$ cat src/rtl/vsa_pkg.sv
// Shared widths, state encoding and payload types for the VSA program/data memory.
package vsa_pkg;

    localparam int unsigned ADDR_W    = 5;
    localparam int unsigned DATA_W    = 5;
    localparam int unsigned INSTR_W   = 12;
    localparam int unsigned MEM_DEPTH = 32;

    typedef enum logic {
        LOAD = 1'b0,
        RUN  = 1'b1
    } vsa_state_e;

    // LW to R0: harmless filler fed to the core while no program image is ready.
    localparam logic [INSTR_W-1:0] NOP_INSTR = 12'h000;

    typedef struct packed {
        logic               en;
        logic [ADDR_W-1:0]  addr;
        logic [INSTR_W-1:0] data;
    } imem_wr_t;

endpackage

$ cat src/rtl/vsa_loader.sv
// LOAD/RUN sequencer: accepts loader words into imem and tells the core when it may run.
module vsa_loader
    import vsa_pkg::*;
(
    input  logic               clock,
    input  logic               reset,
    input  logic               i_load_start,
    input  logic               i_load_valid,
    input  logic [INSTR_W-1:0] i_load_data,
    input  logic               i_load_last,
    output imem_wr_t           o_imem_wr_c,
    output logic               o_load_ready,
    output logic               o_run
);

    localparam logic [ADDR_W-1:0] LAST_PTR = ADDR_W'(MEM_DEPTH - 1);

    vsa_state_e        r_state;
    logic [ADDR_W-1:0] r_load_ptr;
    vsa_state_e        w_state_nxt;
    logic [ADDR_W-1:0] w_ptr_nxt;

    // State register; handshake outputs are registered copies of the next state.
    always_ff @(posedge clock or posedge reset) begin
        if (reset) begin
            r_state      <= LOAD;
            r_load_ptr   <= '0;
            o_load_ready <= 1'b1;
            o_run        <= 1'b0;
        end else begin
            r_state      <= w_state_nxt;
            r_load_ptr   <= w_ptr_nxt;
            o_load_ready <= (w_state_nxt == LOAD);
            o_run        <= (w_state_nxt == RUN);
        end
    end

    // Next-state and imem write request; load_start wins over a word offered in the same cycle.
    always_comb begin
        w_state_nxt      = r_state;
        w_ptr_nxt        = r_load_ptr;
        o_imem_wr_c.en   = 1'b0;
        o_imem_wr_c.addr = r_load_ptr;
        o_imem_wr_c.data = i_load_data;
        case (r_state)
            LOAD: begin
                if (i_load_start) begin
                    w_ptr_nxt = '0;
                end else if (i_load_valid) begin
                    o_imem_wr_c.en = 1'b1;
                    if (i_load_last || (r_load_ptr == LAST_PTR)) begin
                        w_state_nxt = RUN;
                        w_ptr_nxt   = '0;
                    end else begin
                        w_ptr_nxt = ADDR_W'(r_load_ptr + 1'b1);
                    end
                end
            end
            RUN: begin
                if (i_load_start) begin
                    w_state_nxt = LOAD;
                    w_ptr_nxt   = '0;
                end
            end
            default: begin
                w_state_nxt = LOAD;
                w_ptr_nxt   = '0;
            end
        endcase
    end

endmodule

$ cat src/rtl/vsa_mem.sv
// Instruction and data memory for the 12-bit VSA core, with a streaming program loader.
module vsa_mem
    import vsa_pkg::*;
(
    input  logic               clock,
    input  logic               reset,
    input  logic [ADDR_W-1:0]  PC,
    output logic [INSTR_W-1:0] instruction,
    input  logic [ADDR_W-1:0]  ALUOutput,
    input  logic [DATA_W-1:0]  dataout,
    input  logic               wr,
    output logic [DATA_W-1:0]  datain,
    input  logic               load_start,
    input  logic               load_valid,
    input  logic [INSTR_W-1:0] load_data,
    input  logic               load_last,
    output logic               load_ready,
    output logic               run,
    output logic               wr_err
);

    logic [INSTR_W-1:0] r_imem [MEM_DEPTH];
    logic [DATA_W-1:0]  r_dmem [MEM_DEPTH];
    imem_wr_t           w_imem_wr;
    logic               w_run;

    vsa_loader u_loader (
        .clock        (clock),
        .reset        (reset),
        .i_load_start (load_start),
        .i_load_valid (load_valid),
        .i_load_data  (load_data),
        .i_load_last  (load_last),
        .o_imem_wr_c  (w_imem_wr),
        .o_load_ready (load_ready),
        .o_run        (w_run)
    );

    assign run = w_run;

    // Program store; reset wipes the whole image so a partial load cannot survive.
    always_ff @(posedge clock or posedge reset) begin
        if (reset) begin
            for (int unsigned i = 0; i < MEM_DEPTH; i++) begin
                r_imem[i] <= '0;
            end
        end else if (w_imem_wr.en) begin
            r_imem[w_imem_wr.addr] <= w_imem_wr.data;
        end
    end

    // Data store; core stores only land while running.
    always_ff @(posedge clock or posedge reset) begin
        if (reset) begin
            for (int unsigned i = 0; i < MEM_DEPTH; i++) begin
                r_dmem[i] <= '0;
            end
        end else if (wr && w_run) begin
            r_dmem[ALUOutput] <= dataout;
        end
    end

    // Sticky record of a store issued while the program image was not ready.
    always_ff @(posedge clock or posedge reset) begin
        if (reset) begin
            wr_err <= 1'b0;
        end else if (wr && !w_run) begin
            wr_err <= 1'b1;
        end
    end

    assign instruction = w_run ? r_imem[PC] : NOP_INSTR;
    assign datain      = r_dmem[ALUOutput];

endmodule

$ cat config.mk
export PLATFORM = sky130hd
export DESIGN_NAME = vsa_mem
export DESIGN_NICKNAME = d
export VERILOG_FILES = /design/src/rtl/vsa_pkg.sv /design/src/rtl/vsa_loader.sv /design/src/rtl/vsa_mem.sv
export SDC_FILE = /design/constraint.sdc
export NUM_CORES = 1
export LEC_CHECK = 0
export BUFFER_PORTS_ARGS = -buffer_cell sky130_fd_sc_hd__buf_2
export CORE_ASPECT_RATIO = 0.8
export CORE_MARGIN = 2
export CORE_UTILIZATION = 59
export CTS_CLUSTER_DIAMETER = 30
export DETAILED_ROUTE_END_ITERATION = 8
export GPL_ROUTABILITY_DRIVEN = 0
export GPL_TIMING_DRIVEN = 1
export PLACE_DENSITY = 0.76
export SLEW_MARGIN = 20
export SYNTH_ARGS = -nofsm -noshare
export SYNTH_HDL_FRONTEND = slang
export SYNTH_SLANG_ARGS = --single-unit
export TNS_END_PERCENT = 10
$ cat constraint.sdc
create_clock -name clock -period 21.8 [get_ports clock]
set_clock_uncertainty 0.2 [all_clocks]
set_input_delay 1.09 -clock clock [delete_from_list [all_inputs] [get_ports clock]]
set_output_delay 1.09 -clock clock [all_outputs]
set_load 0.1 [all_outputs]
==> results.sh, run 1 <==
export IMPL_vias=14900
export IMPL_drv_cap=0
export IMPL_dp_cells=2131
export IMPL_cts_path_max_buffers=3
export IMPL_min_period_ps=5730
export IMPL_ant_nets=0
export IMPL_drc=0
export IMPL_design_die_area_um2=45000
export IMPL_syn_to_final_growth_pct=14.8
export IMPL_ctsHoldBuffers=0
export IMPL_post_cts_setup_buffers=0
export IMPL_whs_ps=285
export IMPL_die_h_um=190
export IMPL_endpoint="instruction[1]"
export IMPL_clkLatencyLatePin_ps=630
export IMPL_cts_tree="done"
export IMPL_comb_power_share=0.061
export IMPL_placed_cell_area_um2=25900
export IMPL_dp_slack_ps=16130
export IMPL_synthCells=1637
export IMPL_slew_headroom=0.274
export IMPL_drive_gt1_frac=0.545
export IMPL_ys_seq_area_frac=0.540
export IMPL_via_per_inst=6.44
export IMPL_r2r_setup_slack_ps=19070
export IMPL_syn_nets=1675
export IMPL_pin_count=53
export IMPL_synth_cell_types=48
export IMPL_fin_util=0.683
export IMPL_max_freq_ghz=0.175
export IMPL_synth_area_leaders="dfrtp_1, mux2_2, mux4_2"
export IMPL_cp_max_fo=47
export IMPL_drt_iter0_drc=1379
export IMPL_worstSetupEndpointType="primary output"
export IMPL_rr_startpoint="u_loader.o_run"
export IMPL_syn_area_um2=25600
export IMPL_critPathTopFamily="buffers and inverters"
export IMPL_tns_ps=0
export IMPL_outcome="finished clean"
export IMPL_cts_sinks=552
export IMPL_fp_row_count=68
export IMPL_overflow=0
export IMPL_critPathLaunchType="input pin"
export IMPL_post_cts_resized=0
export IMPL_grt_pass1_wl_um=94500
export IMPL_initial_core_util=0.595
export IMPL_startpoint="PC[1]"
export IMPL_p_leak_nw=14.2
export IMPL_yosys_warnings=0
export IMPL_firstDrtPassIters=5
export IMPL_p_seq_frac=0.384
export IMPL_finalCritPeriodShare=0.263
export IMPL_wl_um=60300
export IMPL_path_common_cell="buf_4"
export IMPL_syn_avg_cell_area_um2=15.6
export IMPL_die_w_um=237
export IMPL_yosys_area_top_type="dfrtp_1"
export IMPL_synth_seq_cells=552
export IMPL_cts_clk_slew_worst_paths_ps=50
export IMPL_path_cells="buf_4 -> buf_4 -> nor2_1 -> a221oi_1 -> o21ai_0 -> a31oi_1 -> buf_2"
export IMPL_cp_num_buf_inv=3
export IMPL_cts_root_buffer="clkbuf_16"
export IMPL_power_density_nw_per_um2=96.3
export IMPL_layout_common_cells="mux2_2, dfrtp_1, mux4_2, clkbuf_16, buf_2"
export IMPL_grt_total_usage=0.277
export IMPL_antenna_found_initial=2
export IMPL_swShare=0.235
export IMPL_vdd_drop_max_mv=0.0767
export IMPL_slew_viol_final=0
export IMPL_critPathKind="input pin to primary output"
export IMPL_core_area_um2=43000
export IMPL_synthArstFlopShare=1.00
export IMPL_worstSetupPathDepth=7
export IMPL_yosysTopAreaCellShare=0.539
export IMPL_p_total_mw=2.83
export IMPL_min_path_type="flop to flop"
export IMPL_grt_max_degree=184
export IMPL_switching_power_uw=666
export IMPL_dpl_hpwl_um=35500
export IMPL_final_common_cell="mux2_2"
export IMPL_avgRoutedWirePerCell_um=26.1
export IMPL_r2r_cells=5
export IMPL_nets=1706
export IMPL_rsz0062_at_grt="no"
export IMPL_required_ps=20510
export IMPL_finalSetupViolations=0
export IMPL_cp_arrival_ps=4440
export IMPL_worst_pin_slew_ps=1090
export IMPL_finalHoldViolCount=0
export IMPL_grt_pass1_vias=15400
export IMPL_max_stage_delay_ps=810
export IMPL_io_buffers=52
export IMPL_cts_buffers=95
export IMPL_r2r_end="r_imem[122]"
export IMPL_p_int_mw=2.16
export IMPL_fin_area_um2=29400
export IMPL_layout_setup_ws_ps=16070
export IMPL_clkPwrFrac=0.555
export IMPL_htree_num_levels=3
export IMPL_synth_ff_type="dfrtp_1"
export IMPL_synth_edff_count=0
export IMPL_slowest_stage="buf_4"
export IMPL_finalNonFillerCells=2311
[synth_stat cells (all sizes together) (5+ instances only)]
master and number:
mux2 568, dfrtp 551, mux4 124, buf 71, clkbuf 68, nor2 46, nand2 37, a22oi 31
mux2i 24, o21ai 13, a31oi 12, o221ai 12, a221oi 11, and2 7, inv 6, nand4 6
nor3b 6, ha 5
[metal layers]
metal / vias up / GRT usage / routed length, um / part of all wire
li1: 6234 / - / - / -
met1: 8093 / 0.420 / 27900 / 0.46
met3: 102 / 0.0779 / 4330 / 0.072
met2: 457 / 0.393 / 26700 / 0.44
met4: 0 / 0.0815 / 1350 / 0.022
met5: - / 0 / 0 / 0
[cell type report]
cell class              count  area (um^2)
flip-flops and latches    552        13800
diodes                      2         5.00
inverters                   6         30.0
clock inverters            62          850
repair buffers             73          450
clock buffers             116         2580
multi-input cells         940        10900
well taps                 560          701
fillers                  2763        13600
[worst min-delay path by stage]
stage                            from     endpoint  slack, ps  cells after the start
after floorplan           r_imem[248]  r_imem[248]        260                      1
after global placement         wr_err       wr_err        270                      1
after global routing      r_dmem[103]  r_dmem[103]        300                      1
final                     r_imem[248]  r_imem[248]        280                      1
after CTS                 r_imem[247]  r_imem[247]        290                      1
after detailed placement  r_imem[248]  r_imem[248]        280                      1
[cells by family (layout without fill, tap and decap cells)]
group                      count (synthesis)  in the layout  share of synthesized area
muxes                                    716            716                      0.371
DFF                                      552            552                      0.540
buffers and inverters                    145            257                     0.0327
and+or+nand+nor                          131            131                     0.0284
AOI/OAI and AO/OA                         88             88                     0.0250
adders and majority gates                  5              5                    0.00245
other                                      0              2                          0
[state kept, by name, indices dropped and copies added (netlist names)]
register and cells:
wr_err 1, u_loader.r_load_ptr 5, r_dmem 160, u_loader.o_load_ready 1, u_loader.o_run 1, r_imem 384
[power groups by stage]
stage	clock (mW)	combinational, mW	sequential [mW]
after detailed placement	0	0.171	1.10
after global routing	1.64	0.185	1.09
final	1.57	0.172	1.09
after CTS	1.59	0.173	1.09
after floorplan	0	0.130	1.10
after global placement	0	0.166	1.10
Power figures use the tool's default switching activity.
==> run 2, diff against run 1 <==
--- a/config.mk
+++ b/config.mk
@@ -5,10 +5,11 @@
 export SDC_FILE = /design/constraint.sdc
 export NUM_CORES = 1
 export LEC_CHECK = 0
+export ABC_AREA = 1
 export BUFFER_PORTS_ARGS = -buffer_cell sky130_fd_sc_hd__buf_2
 export CORE_ASPECT_RATIO = 0.8
 export CORE_MARGIN = 2
-export CORE_UTILIZATION = 59
+export CORE_UTILIZATION = 57
 export CTS_CLUSTER_DIAMETER = 30
 export DETAILED_ROUTE_END_ITERATION = 8
 export GPL_ROUTABILITY_DRIVEN = 0
==> constraint.sdc (replaced) <==
create_clock -name clock -period 5.05 [get_ports clock]
set_clock_uncertainty 0.2 [all_clocks]
set_input_delay 0.2525 -clock clock [delete_from_list [all_inputs] [get_ports clock]]
set_output_delay 0.2525 -clock clock [all_outputs]
set_load 0.1 [all_outputs]
==> results.sh, run 2 <==
export IMPL_outcome="finished clean"
export IMPL_grt_pass1_vias=21200
export IMPL_n_fill_cell=3379
export IMPL_min_path_type="input pin to flop"
export IMPL_vdd_drop_max_mv=0.349
export IMPL_pin_count=53
export IMPL_antenna_found_initial=1
export IMPL_fin_area_um2=29000
export IMPL_cts_root_buffer="clkbuf_16"
export IMPL_syn_to_final_growth_pct=16.0
export IMPL_critPathKind="input pin to primary output"
export IMPL_synthArstFlopShare=1.00
export IMPL_syn_avg_cell_area_um2=8.16
export IMPL_slew_headroom=0.222
export IMPL_initial_core_util=0.578
export IMPL_ant_nets=0
export IMPL_synth_seq_cells=552
export IMPL_cts_tree="done"
export IMPL_vias=22000
export IMPL_yosys_warnings=0
export IMPL_dpl_hpwl_um=39900
export IMPL_synth_cell_types=27
export IMPL_core_area_um2=43200
export IMPL_worstSetupEndpointType="primary output"
export IMPL_grt_max_degree=167
export IMPL_reg_largest_list="r_imem (384), r_dmem (160), u_loader.r_load_ptr (5)"
export IMPL_design_die_area_um2=45600
export IMPL_p_leak_nw=13.4
export IMPL_grt_pass1_wl_um=113000
export IMPL_cts_path_max_buffers=3
export IMPL_yosysTopAreaCellShare=0.552
export IMPL_synth_area_leaders="dfrtp_1, nand2_1, o21ai_0"
export IMPL_placed_cell_area_um2=25300
export IMPL_fp_row_count=68
export IMPL_synth_ff_type="dfrtp_1"
export IMPL_drt_iter0_drc=2780
export IMPL_power_density_nw_per_um2=433
export IMPL_die_h_um=191
export IMPL_drc=0
export IMPL_slew_viol_final=0
export IMPL_ys_seq_area_frac=0.553
export IMPL_via_per_inst=5.98
export IMPL_syn_nets=3101
export IMPL_yosys_area_top_type="dfrtp_1"
export IMPL_min_period_ps=3860
export IMPL_max_freq_ghz=0.259
export IMPL_synth_edff_count=0
export IMPL_wl_um=70000
export IMPL_cts_buffers=98
export IMPL_io_buffers=52
export IMPL_post_cts_setup_buffers=0
export IMPL_grt_total_usage=0.313
export IMPL_layout_common_cells="nand2_1, dfrtp_1, o21ai_0, nand3_1, nor2_1"
export IMPL_largest_register_ffs=384
export IMPL_synth_most_common_cell="nand2_1"
export IMPL_nets=3076
export IMPL_drv_cap=0
export IMPL_critPathLaunchType="input pin"
export IMPL_rsz0062_at_grt="no"
export IMPL_synthCells=3063
export IMPL_n_antenna_cell=0
export IMPL_cp_arrival_ps=3410
export IMPL_synthTopCellsByCount="nand2_1, dfrtp_1, o21ai_0"
export IMPL_finalHoldViolCount=0
export IMPL_clkLatencyLatePin_ps=640
export IMPL_whs_ps=12.2
export IMPL_avgRoutedWirePerCell_um=19.0
export IMPL_regMostFlops="r_imem"
export IMPL_drive_gt1_frac=0.102
export IMPL_htree_num_levels=3
export IMPL_worst_pin_slew_ps=1170
export IMPL_cts_clk_slew_worst_paths_ps=50
export IMPL_final_common_cell="nand2_1"
export IMPL_finalCritPeriodShare=0.765
export IMPL_syn_area_um2=25000
export IMPL_finalSetupViolations=0
export IMPL_cts_sinks=552
export IMPL_overflow=0
export IMPL_cp_max_fo=108
export IMPL_required_ps=4600
export IMPL_die_w_um=238
export IMPL_firstDrtPassIters=6
-- run 2: repair_timing --
action / CTS / global route
hold buffers: 20 / 0
gates resized for setup: 0 / 0
endpoints found under the hold margin: 90 / 0
-- run 2: final timing paths --
path | startpoint | end | slack, ps | cells past startpoint
setup / recovery | PC[0] | instruction[3] | 1190 | 11
hold / removal | dataout[2] | r_dmem[87] | 10 | 3
setup reg to reg | u_loader.o_run | r_imem[39] | 1780 | 7
hold reg to reg | r_imem[242] | r_imem[242] | 280 | 2
max in group asynchronous | reset | r_imem[110] | 3050 | 5
min in group asynchronous | reset | r_imem[215] | 60 | 3
-- run 2: cell type report --
cell class,count,area [um^2],share of cell area
clock buffer,124,2710,0.0936
clock inverter,62,787,0.0271
inverter,59,231,0.00798
multi-input combinational,2235,10100,0.347
sequential,552,13800,0.476
tap,560,701,0.0242
timing repair buffer,92,682,0.0235
-- run 2: layer usage --
metal,global-route usage,up-vias,part of all wire,wire [um]
li1,-,10100,-,-
met1,0.445,10600,0.43,29900
met2,0.471,1153,0.45,31200
met3,0.0748,160,0.097,6810
met4,0.115,0,0.030,2110
met5,0,-,0,0
-- run 2: cells by family (layout without fill, tap and decap cells) --
| kind of cell | Yosys count | count (layout) | share of synthesized area |
|---|---|---|---|
| AND/OR/NAND/NOR | 1550 | 1550 | 0.255 |
| adder cells (fa/ha/maj) | 5 | 5 | 0.00250 |
| buffers and inverters | 276 | 337 | 0.0451 |
| XOR/XNOR | 1 | 1 | 0.000350 |
| flip-flops | 552 | 552 | 0.553 |
| AO/OA/AOI/OAI | 679 | 679 | 0.144 |
-- run 2: critical path, stage by stage --
cell and delay [ps]:
buf_6 560, buf_4 1000, nand2_1 180, nand3_1 140, nand3_1 80, nand2_1 110, nand2_1 50, nand3_1 220
nand2_1 80, nor2_1 210, buf_2 470
-- run 2: metrics by stage --
stage / util / setup TNS (ps) / worst slack, ps / instances / total power [mW]
floorplan: - / -1606150 / -2910 / 3063 / 5.43
global placement: 0.585 / 0 / 1280 / 3478 / 5.65
detailed placement: 0.585 / 0 / 1230 / 3478 / 5.69
CTS: 0.671 / 0 / 1210 / 3684 / 12.6
global route: 0.671 / 0 / 1020 / 3684 / 12.9
finish: 0.671 / 0 / 1190 / 3684 / 12.6
-- run 2: power by group --
group          leakage [nW]  switching [mW]  total [mW]  internal, mW
Clock                  1.70            2.35        6.90          4.55
Combinational          4.25           0.664       0.902         0.239
Sequential             7.49           0.117        4.75          4.64
Total                  13.4            3.13        12.6          9.42
